--- src/rtl/prefix_adder_pkg.sv ---
// Shared types and elaboration helpers for the pipelined Sklansky prefix adder.
package prefix_adder_pkg;

  typedef struct packed {
    logic g;
    logic p;
  } pg_t;

  function automatic int levels(input int w);
    return $clog2(w);
  endfunction

  function automatic int pipe_lat(input int w, input int pe);
    return (levels(w) + pe - 1) / pe + 1;
  endfunction

  // A register slice sits after level k unless k is the final level, which feeds the output stage.
  function automatic bit has_slice(input int k, input int lv, input int pe);
    return (k < lv) && (k % pe == 0);
  endfunction

endpackage

--- src/rtl/pg_merge_cell.sv ---
// One prefix merge: combines a higher (hi) group with the adjacent lower (lo) group.
module pg_merge_cell
  import prefix_adder_pkg::*;
(
  input  pg_t hi,
  input  pg_t lo,
  output pg_t o
);

  assign o = '{g: hi.g | (hi.p & lo.g), p: hi.p & lo.p};

endmodule

--- src/rtl/pipelined_prefix_adder.sv ---
// Pipelined Sklansky adder/subtractor with carry/overflow/zero flags and a tag sideband.
// Handshake: a beat transfers on a rising edge when valid and ready are both 1; one global stall (adv) moves every stage.
module pipelined_prefix_adder
  import prefix_adder_pkg::*;
#(
  parameter int WIDTH      = 32,
  parameter int PIPE_EVERY = 1,
  parameter int TAG_W      = 4
) (
  input  logic             clk,
  input  logic             rst_n,
  input  logic             in_valid,
  output logic             in_ready,
  input  logic [WIDTH-1:0] a,
  input  logic [WIDTH-1:0] b,
  input  logic             cin,
  input  logic             sub,
  input  logic [TAG_W-1:0] tag_in,
  output logic             out_valid,
  input  logic             out_ready,
  output logic [WIDTH-1:0] sum,
  output logic             cout,
  output logic             ovf,
  output logic             zero,
  output logic [TAG_W-1:0] tag_out
);

  localparam int LEVELS = levels(WIDTH);

  logic adv;
  logic rst_done_q;
  logic out_valid_q, out_valid_d;

  assign adv      = ~out_valid_q | out_ready;
  assign in_ready = adv & rst_done_q;

  always_ff @(posedge clk or negedge rst_n) begin
    if (!rst_n) rst_done_q <= 1'b0;
    else        rst_done_q <= 1'b1;
  end

  // Signals at each level boundary; index 0 is the input register, LEVELS is the final prefix.
  pg_t [WIDTH-1:0]  lvl_pg  [LEVELS+1];
  logic [WIDTH-1:0] lvl_x   [LEVELS+1];
  logic             lvl_c0  [LEVELS+1];
  logic [TAG_W-1:0] lvl_tag [LEVELS+1];
  logic             lvl_vld [LEVELS+1];

  logic [WIDTH-1:0] b_eff;
  logic             c0_in;
  pg_t [WIDTH-1:0]  pg_in;

  pg_t [WIDTH-1:0]  pg0_d, pg0_q;
  logic [WIDTH-1:0] x0_d, x0_q;
  logic             c0_d, c0_q, vld0_d, vld0_q;
  logic [TAG_W-1:0] tag0_d, tag0_q;

  // Carry-in is folded into bit 0's generate, so every prefix G[i:0] already includes it.
  always_comb begin
    b_eff = sub ? ~b : b;
    c0_in = sub | cin;
    for (int i = 0; i < WIDTH; i++) begin
      pg_in[i].g = a[i] & b_eff[i];
      pg_in[i].p = a[i] | b_eff[i];
    end
    pg_in[0].g = pg_in[0].g | (pg_in[0].p & c0_in);
  end

  always_comb begin
    pg0_d  = pg0_q;
    x0_d   = x0_q;
    c0_d   = c0_q;
    tag0_d = tag0_q;
    vld0_d = vld0_q;
    if (adv) begin
      pg0_d  = pg_in;
      x0_d   = a ^ b_eff;
      c0_d   = c0_in;
      tag0_d = tag_in;
      vld0_d = in_valid & in_ready;
    end
  end

  always_ff @(posedge clk or negedge rst_n) begin
    if (!rst_n) begin
      pg0_q  <= '0;
      x0_q   <= '0;
      c0_q   <= 1'b0;
      tag0_q <= '0;
      vld0_q <= 1'b0;
    end else begin
      pg0_q  <= pg0_d;
      x0_q   <= x0_d;
      c0_q   <= c0_d;
      tag0_q <= tag0_d;
      vld0_q <= vld0_d;
    end
  end

  assign lvl_pg[0]  = pg0_q;
  assign lvl_x[0]   = x0_q;
  assign lvl_c0[0]  = c0_q;
  assign lvl_tag[0] = tag0_q;
  assign lvl_vld[0] = vld0_q;

  for (genvar k = 1; k <= LEVELS; k++) begin : g_lvl
    localparam int SPAN = 1 << (k - 1);
    pg_t [WIDTH-1:0] mg;

    for (genvar i = 0; i < WIDTH; i++) begin : g_bit
      if ((i / SPAN) % 2 == 1) begin : g_merge
        pg_merge_cell u_cell (
          .hi(lvl_pg[k-1][i]),
          .lo(lvl_pg[k-1][(i / SPAN) * SPAN - 1]),
          .o (mg[i])
        );
      end else begin : g_pass
        assign mg[i] = lvl_pg[k-1][i];
      end
    end

    if (has_slice(k, LEVELS, PIPE_EVERY)) begin : g_slice
      pg_t [WIDTH-1:0]  pg_d, pg_q;
      logic [WIDTH-1:0] x_d, x_q;
      logic             c0_d, c0_q, vld_d, vld_q;
      logic [TAG_W-1:0] tag_d, tag_q;

      always_comb begin
        pg_d  = pg_q;
        x_d   = x_q;
        c0_d  = c0_q;
        tag_d = tag_q;
        vld_d = vld_q;
        if (adv) begin
          pg_d  = mg;
          x_d   = lvl_x[k-1];
          c0_d  = lvl_c0[k-1];
          tag_d = lvl_tag[k-1];
          vld_d = lvl_vld[k-1];
        end
      end

      always_ff @(posedge clk or negedge rst_n) begin
        if (!rst_n) begin
          pg_q  <= '0;
          x_q   <= '0;
          c0_q  <= 1'b0;
          tag_q <= '0;
          vld_q <= 1'b0;
        end else begin
          pg_q  <= pg_d;
          x_q   <= x_d;
          c0_q  <= c0_d;
          tag_q <= tag_d;
          vld_q <= vld_d;
        end
      end

      assign lvl_pg[k]  = pg_q;
      assign lvl_x[k]   = x_q;
      assign lvl_c0[k]  = c0_q;
      assign lvl_tag[k] = tag_q;
      assign lvl_vld[k] = vld_q;
    end else begin : g_wire
      assign lvl_pg[k]  = mg;
      assign lvl_x[k]   = lvl_x[k-1];
      assign lvl_c0[k]  = lvl_c0[k-1];
      assign lvl_tag[k] = lvl_tag[k-1];
      assign lvl_vld[k] = lvl_vld[k-1];
    end
  end

  logic [WIDTH-1:0] carry, sum_n, sum_d, sum_q;
  logic             cout_d, cout_q, ovf_d, ovf_q, zero_d, zero_q;
  logic [TAG_W-1:0] tag_d, tag_q;

  always_comb begin
    carry[0] = lvl_c0[LEVELS];
    for (int i = 1; i < WIDTH; i++) carry[i] = lvl_pg[LEVELS][i-1].g;
    sum_n = lvl_x[LEVELS] ^ carry;

    out_valid_d = out_valid_q;
    sum_d       = sum_q;
    cout_d      = cout_q;
    ovf_d       = ovf_q;
    zero_d      = zero_q;
    tag_d       = tag_q;
    if (adv) begin
      out_valid_d = lvl_vld[LEVELS];
      sum_d       = sum_n;
      cout_d      = lvl_pg[LEVELS][WIDTH-1].g;
      ovf_d       = carry[WIDTH-1] ^ lvl_pg[LEVELS][WIDTH-1].g;
      zero_d      = ~|sum_n;
      tag_d       = lvl_tag[LEVELS];
    end
  end

  always_ff @(posedge clk or negedge rst_n) begin
    if (!rst_n) begin
      out_valid_q <= 1'b0;
      sum_q       <= '0;
      cout_q      <= 1'b0;
      ovf_q       <= 1'b0;
      zero_q      <= 1'b0;
      tag_q       <= '0;
    end else begin
      out_valid_q <= out_valid_d;
      sum_q       <= sum_d;
      cout_q      <= cout_d;
      ovf_q       <= ovf_d;
      zero_q      <= zero_d;
      tag_q       <= tag_d;
    end
  end

  assign out_valid = out_valid_q;
  assign sum       = sum_q;
  assign cout      = cout_q;
  assign ovf       = ovf_q;
  assign zero      = zero_q;
  assign tag_out   = tag_q;

endmodule

--- config.mk ---
export PLATFORM = sky130hd
export DESIGN_NAME = pipelined_prefix_adder
export DESIGN_NICKNAME = d
export VERILOG_FILES = /design/src/rtl/prefix_adder_pkg.sv /design/src/rtl/pg_merge_cell.sv /design/src/rtl/pipelined_prefix_adder.sv
export SDC_FILE = /design/constraint.sdc
export NUM_CORES = 1
export LEC_CHECK = 0
export CAP_MARGIN = 20
export CORE_ASPECT_RATIO = 1.4
export CORE_MARGIN = 1
export CORE_UTILIZATION = 60
export DETAILED_ROUTE_END_ITERATION = 16
export PLACE_DENSITY = 0.8
export SETUP_SLACK_MARGIN = 0.3
export SYNTH_ARGS = -nofsm -noshare
export SYNTH_HDL_FRONTEND = slang
export SYNTH_SLANG_ARGS = --single-unit
--- constraint.sdc ---
create_clock -name clk -period 4.4 [get_ports clk]
set_input_delay 0.88 -clock clk [delete_from_list [all_inputs] [get_ports clk]]
set_output_delay 0.88 -clock clk [all_outputs]
set_load 0.05 [all_outputs]
==> impl_metrics.tcl <==
set metrics [dict create \
    switching_share 0.369 \
    layout.nets 2567 \
    pwr-share-clk 0.229 \
    synth_edf_count 0 \
    grt_overflow 0 \
    synth_area_mm2 0.0214 \
    arrival_ns 2.62 \
    clock_skew_ns 0.0180 \
    die_y_um 225 \
    peakVddDrop_mv 0.569 \
    gp_congestion 0.809 \
    drt-initial-drc-count 1207 \
    synth.net_count 2513 \
    status "finished clean" \
    crit_chain "clkdlybuf4s50_1 -> nand2b_4 -> and2_1 -> clkdlybuf4s50_1" \
    crit_top_cell "clkdlybuf4s50_1" \
    cts_root_buffer "clkbuf_16" \
    stdcell_count 2917 \
    cts_sinks 520 \
    max-cap-violations 0 \
    p_leak_uw 0.0125 \
    totalWireLength_um 42900 \
    min_path_type "in2async" \
    ioPinCount 115 \
    slew_violations 0 \
    path_clk_slew_ns 0.06 \
    setup_viol 0 \
    clock_path_buffers 3 \
    viasPerCell 5.26 \
    tightest_slew_ns 1.04 \
    power_switching_uw 6360 \
    pwr-share-seq 0.476 \
    slowest_stage "clkdlybuf4s50_1" \
    wire_per_inst_um 14.7 \
    netlist_instances 2375 \
    crit_type "in2out" \
    ys_ff_latch 520 \
    max_freq_ghz 0.286 \
    yosysUniqueCellTypes 28 \
    drt_first_pass_iters 5 \
    rows 81 \
    intPower_uw 10900 \
    synth-main-ff-cell "dfrtp_1" \
    syn_area_per_cell_um2 8.99 \
    grt_max_degree 222 \
    antenna_found_initial 0 \
    dp_hpwl_um 27500 \
    grt_pass1_vias 15200 \
    max-slew-margin-rel 0.305 \
    post-route-min-period_ns 3.50 \
    cts_made_buffers 45 \
    finalSetupTns_ns 0 \
    cts_setup_buffers 0 \
    drive_gt1_frac 0.0382 \
    drc 0 \
    grt_pass1_wl_um 73800 \
    ys_warn_count 0 \
    grt.total_usage 0.251 \
    slowest_delay_ns 0.80 \
    die_x_um 161 \
    fill_cells 2631 \
    antenna_cells 0 \
    rsz0062_at_grt "no" \
    synth_most_common_cell "nand2_1" \
    period_share 0.795 \
    dp.cells 2838 \
    num_vias 15300 \
    cts-hold-fix-buffers 0 \
    pwr-share-comb 0.295 \
    cp.required_ns 3.52 \
    yosysSeqAreaShare 0.609 \
    ys_async_sr_fraction 1.00 \
    syn2layout_area_growth_pct 13.5 \
    finalHoldViolations 0 \
    ant_nets 0 \
    ys_top_cells_by_area "dfrtp_1 61%, nand2_1 21%, ha_1 3.7%" \
    cp-start-kind "input pin" \
    cts_tree "done" \
    path_max_fanout 4 \
    synth_common_cells "1220 x nand2_1, 520 x dfrtp_1, 122 x a21oi_1" \
    critPathCaptureType "output pin" \
    synth_top_area_share 0.609 \
    clkLatencyLatePin_ns 0.56 \
    cts-resized-gates 0 \
    coreArea_mm2 0.0350 \
    initial_core_util 0.611 \
    portBuffers 114 \
    htreeDepth 2 \
    yosys.area.top_type "dfrtp_1" \
    dieArea_mm2 0.0364 \
    p_per_area_mw_per_mm2 710 \
]
cell usage in the layout, fill, tap and decap left out:
master              n
buf_4               6
clkdlybuf4s50_1   112
nor2b_4             1
o21ai_0            68
buf_2               1
xnor2_1            32
a21oi_2             6
nand2b_4            1
nor2_1             52
nor4b_1             1
inv_6               1
ha_1               64
inv_1              64
a32o_1              1
nor4_1              4
nand2_1          1220
buf_8               1
xor2_1             32
nand4_1             4
nand3_1            50
nand2b_1            1
and2_1              1
buf_12             11
and3_1              1
a21oi_1           122
clkbuf_8           12
clkbuf_16          47
clkinvlp_4          1
dfrtp_1           520
bufinv_16           2
nor3_1              2
o21a_1              2
conb_1              1
a221o_1             1
clkbuf_1           12
clkinv_2            4
cell type report:
| type | instances | area [µm²] | share of cell area |
|---|---|---|---|
| Sequential cell | 520 | 13000 | 0.536 |
| Multi-Input combinational cell | 1667 | 7540 | 0.311 |
| Timing Repair Buffer | 131 | 1410 | 0.0580 |
| Clock buffer | 71 | 1390 | 0.0572 |
| Tap cell | 456 | 571 | 0.0235 |
| Inverter | 64 | 240 | 0.00990 |
| Clock inverter | 8 | 96.3 | 0.00397 |
stage by stage:
step / worst slack (ns) / hold WS (ns) / total power, µW / utilization / instance area (µm²)
5_1_grt: 0.867 / 0.369 / 18400 / 0.694 / 24300
3_5_place_dp: 0.915 / 0.455 / 13300 / 0.651 / 22800
3_3_place_gp: 0.910 / 0.448 / 13000 / 0.651 / 22800
4_1_cts: 0.901 / 0.335 / 17300 / 0.694 / 24300
2_1_floorplan: 1.52 / 0.430 / 11500 / - / 21400
6_report: 0.904 / 0.329 / 17200 / 0.694 / 24300
state kept, by name (all words and copies together) (netlist names), 4 cells and up:
signal / cells
sum: 32
g_lvl.g_slice.tag_q: 16
g_lvl.g_slice.c0_q: 4
g_lvl.g_slice.x_q: 128
g_lvl.g_slice.vld_q: 4
carry: 16
g_lvl.mg: 31
tag0_q: 4
x0_q: 32
lvl_pg: 32
tag_out: 4
g_lvl.g_slice.pg_q: 210
power by group through the flow:
stage / combinational, µW / sequential (µW) / clock (µW)
final: 5080 / 8190 / 3950
after detailed placement: 5080 / 8240 / 0
after floorplan: 3120 / 8430 / 0
after global placement: 4890 / 8140 / 0
after CTS: 5150 / 8190 / 4010
after global routing: 5740 / 8440 / 4190
logic make-up (layout without fill, tap and decap cells):
group,Yosys count,after routing,share of synthesized area
adder cells (fa/ha/maj),64,64,0.0375
AO/OA/AOI/OAI,200,200,0.0486
buffers and inverters,188,274,0.0385
AND/OR/NAND/NOR,1338,1338,0.240
other,1,1,0.000176
flip-flops,520,520,0.609
XOR/XNOR,64,64,0.0262
worst paths after layout:
| check | startpoint | to | slack [ns] | cells past startpoint |
|---|---|---|---|---|
| max in group asynchronous | rst_n | g_lvl[1].g_slice.vld_q$_DFFE_PN0N_ | 2.99 | 2 |
| min in group clk | x0_q[2]$_DFFE_PN0N_ | x0_q[2]$_DFFE_PN0N_ | 0.47 | 2 |
| worst max-delay path | out_ready | in_ready | 0.90 | 4 |
| worst min-delay path | rst_n | x0_q[18]$_DFFE_PN0N_ | 0.33 | 1 |
| worst max register to register | carry[16]$_DFFE_PN0N_ | zero$_DFFE_PN0N_ | 1.90 | 5 |
| worst min register to register | x0_q[2]$_DFFE_PN0N_ | x0_q[2]$_DFFE_PN0N_ | 0.47 | 2 |
worst max-delay path, delay by kind of cell:
| family | cells | cell delay [ns] |
|---|---|---|
| buffers and inverters | 2 | 1.33 |
| and+or+nand+nor | 2 | 0.39 |
per-layer routing:
| metal | vias to the layer above | global-route usage | part of all wire |
|---|---|---|---|
| li1 | 7481 | - | - |
| met1 | 7459 | 0.338 | 0.44 |
| met2 | 315 | 0.425 | 0.50 |
| met3 | 77 | 0.0328 | 0.037 |
| met4 | 0 | 0.0797 | 0.029 |
| met5 | - | 0 | 0 |
Note: power is estimated with default switching activity, not from simulation.
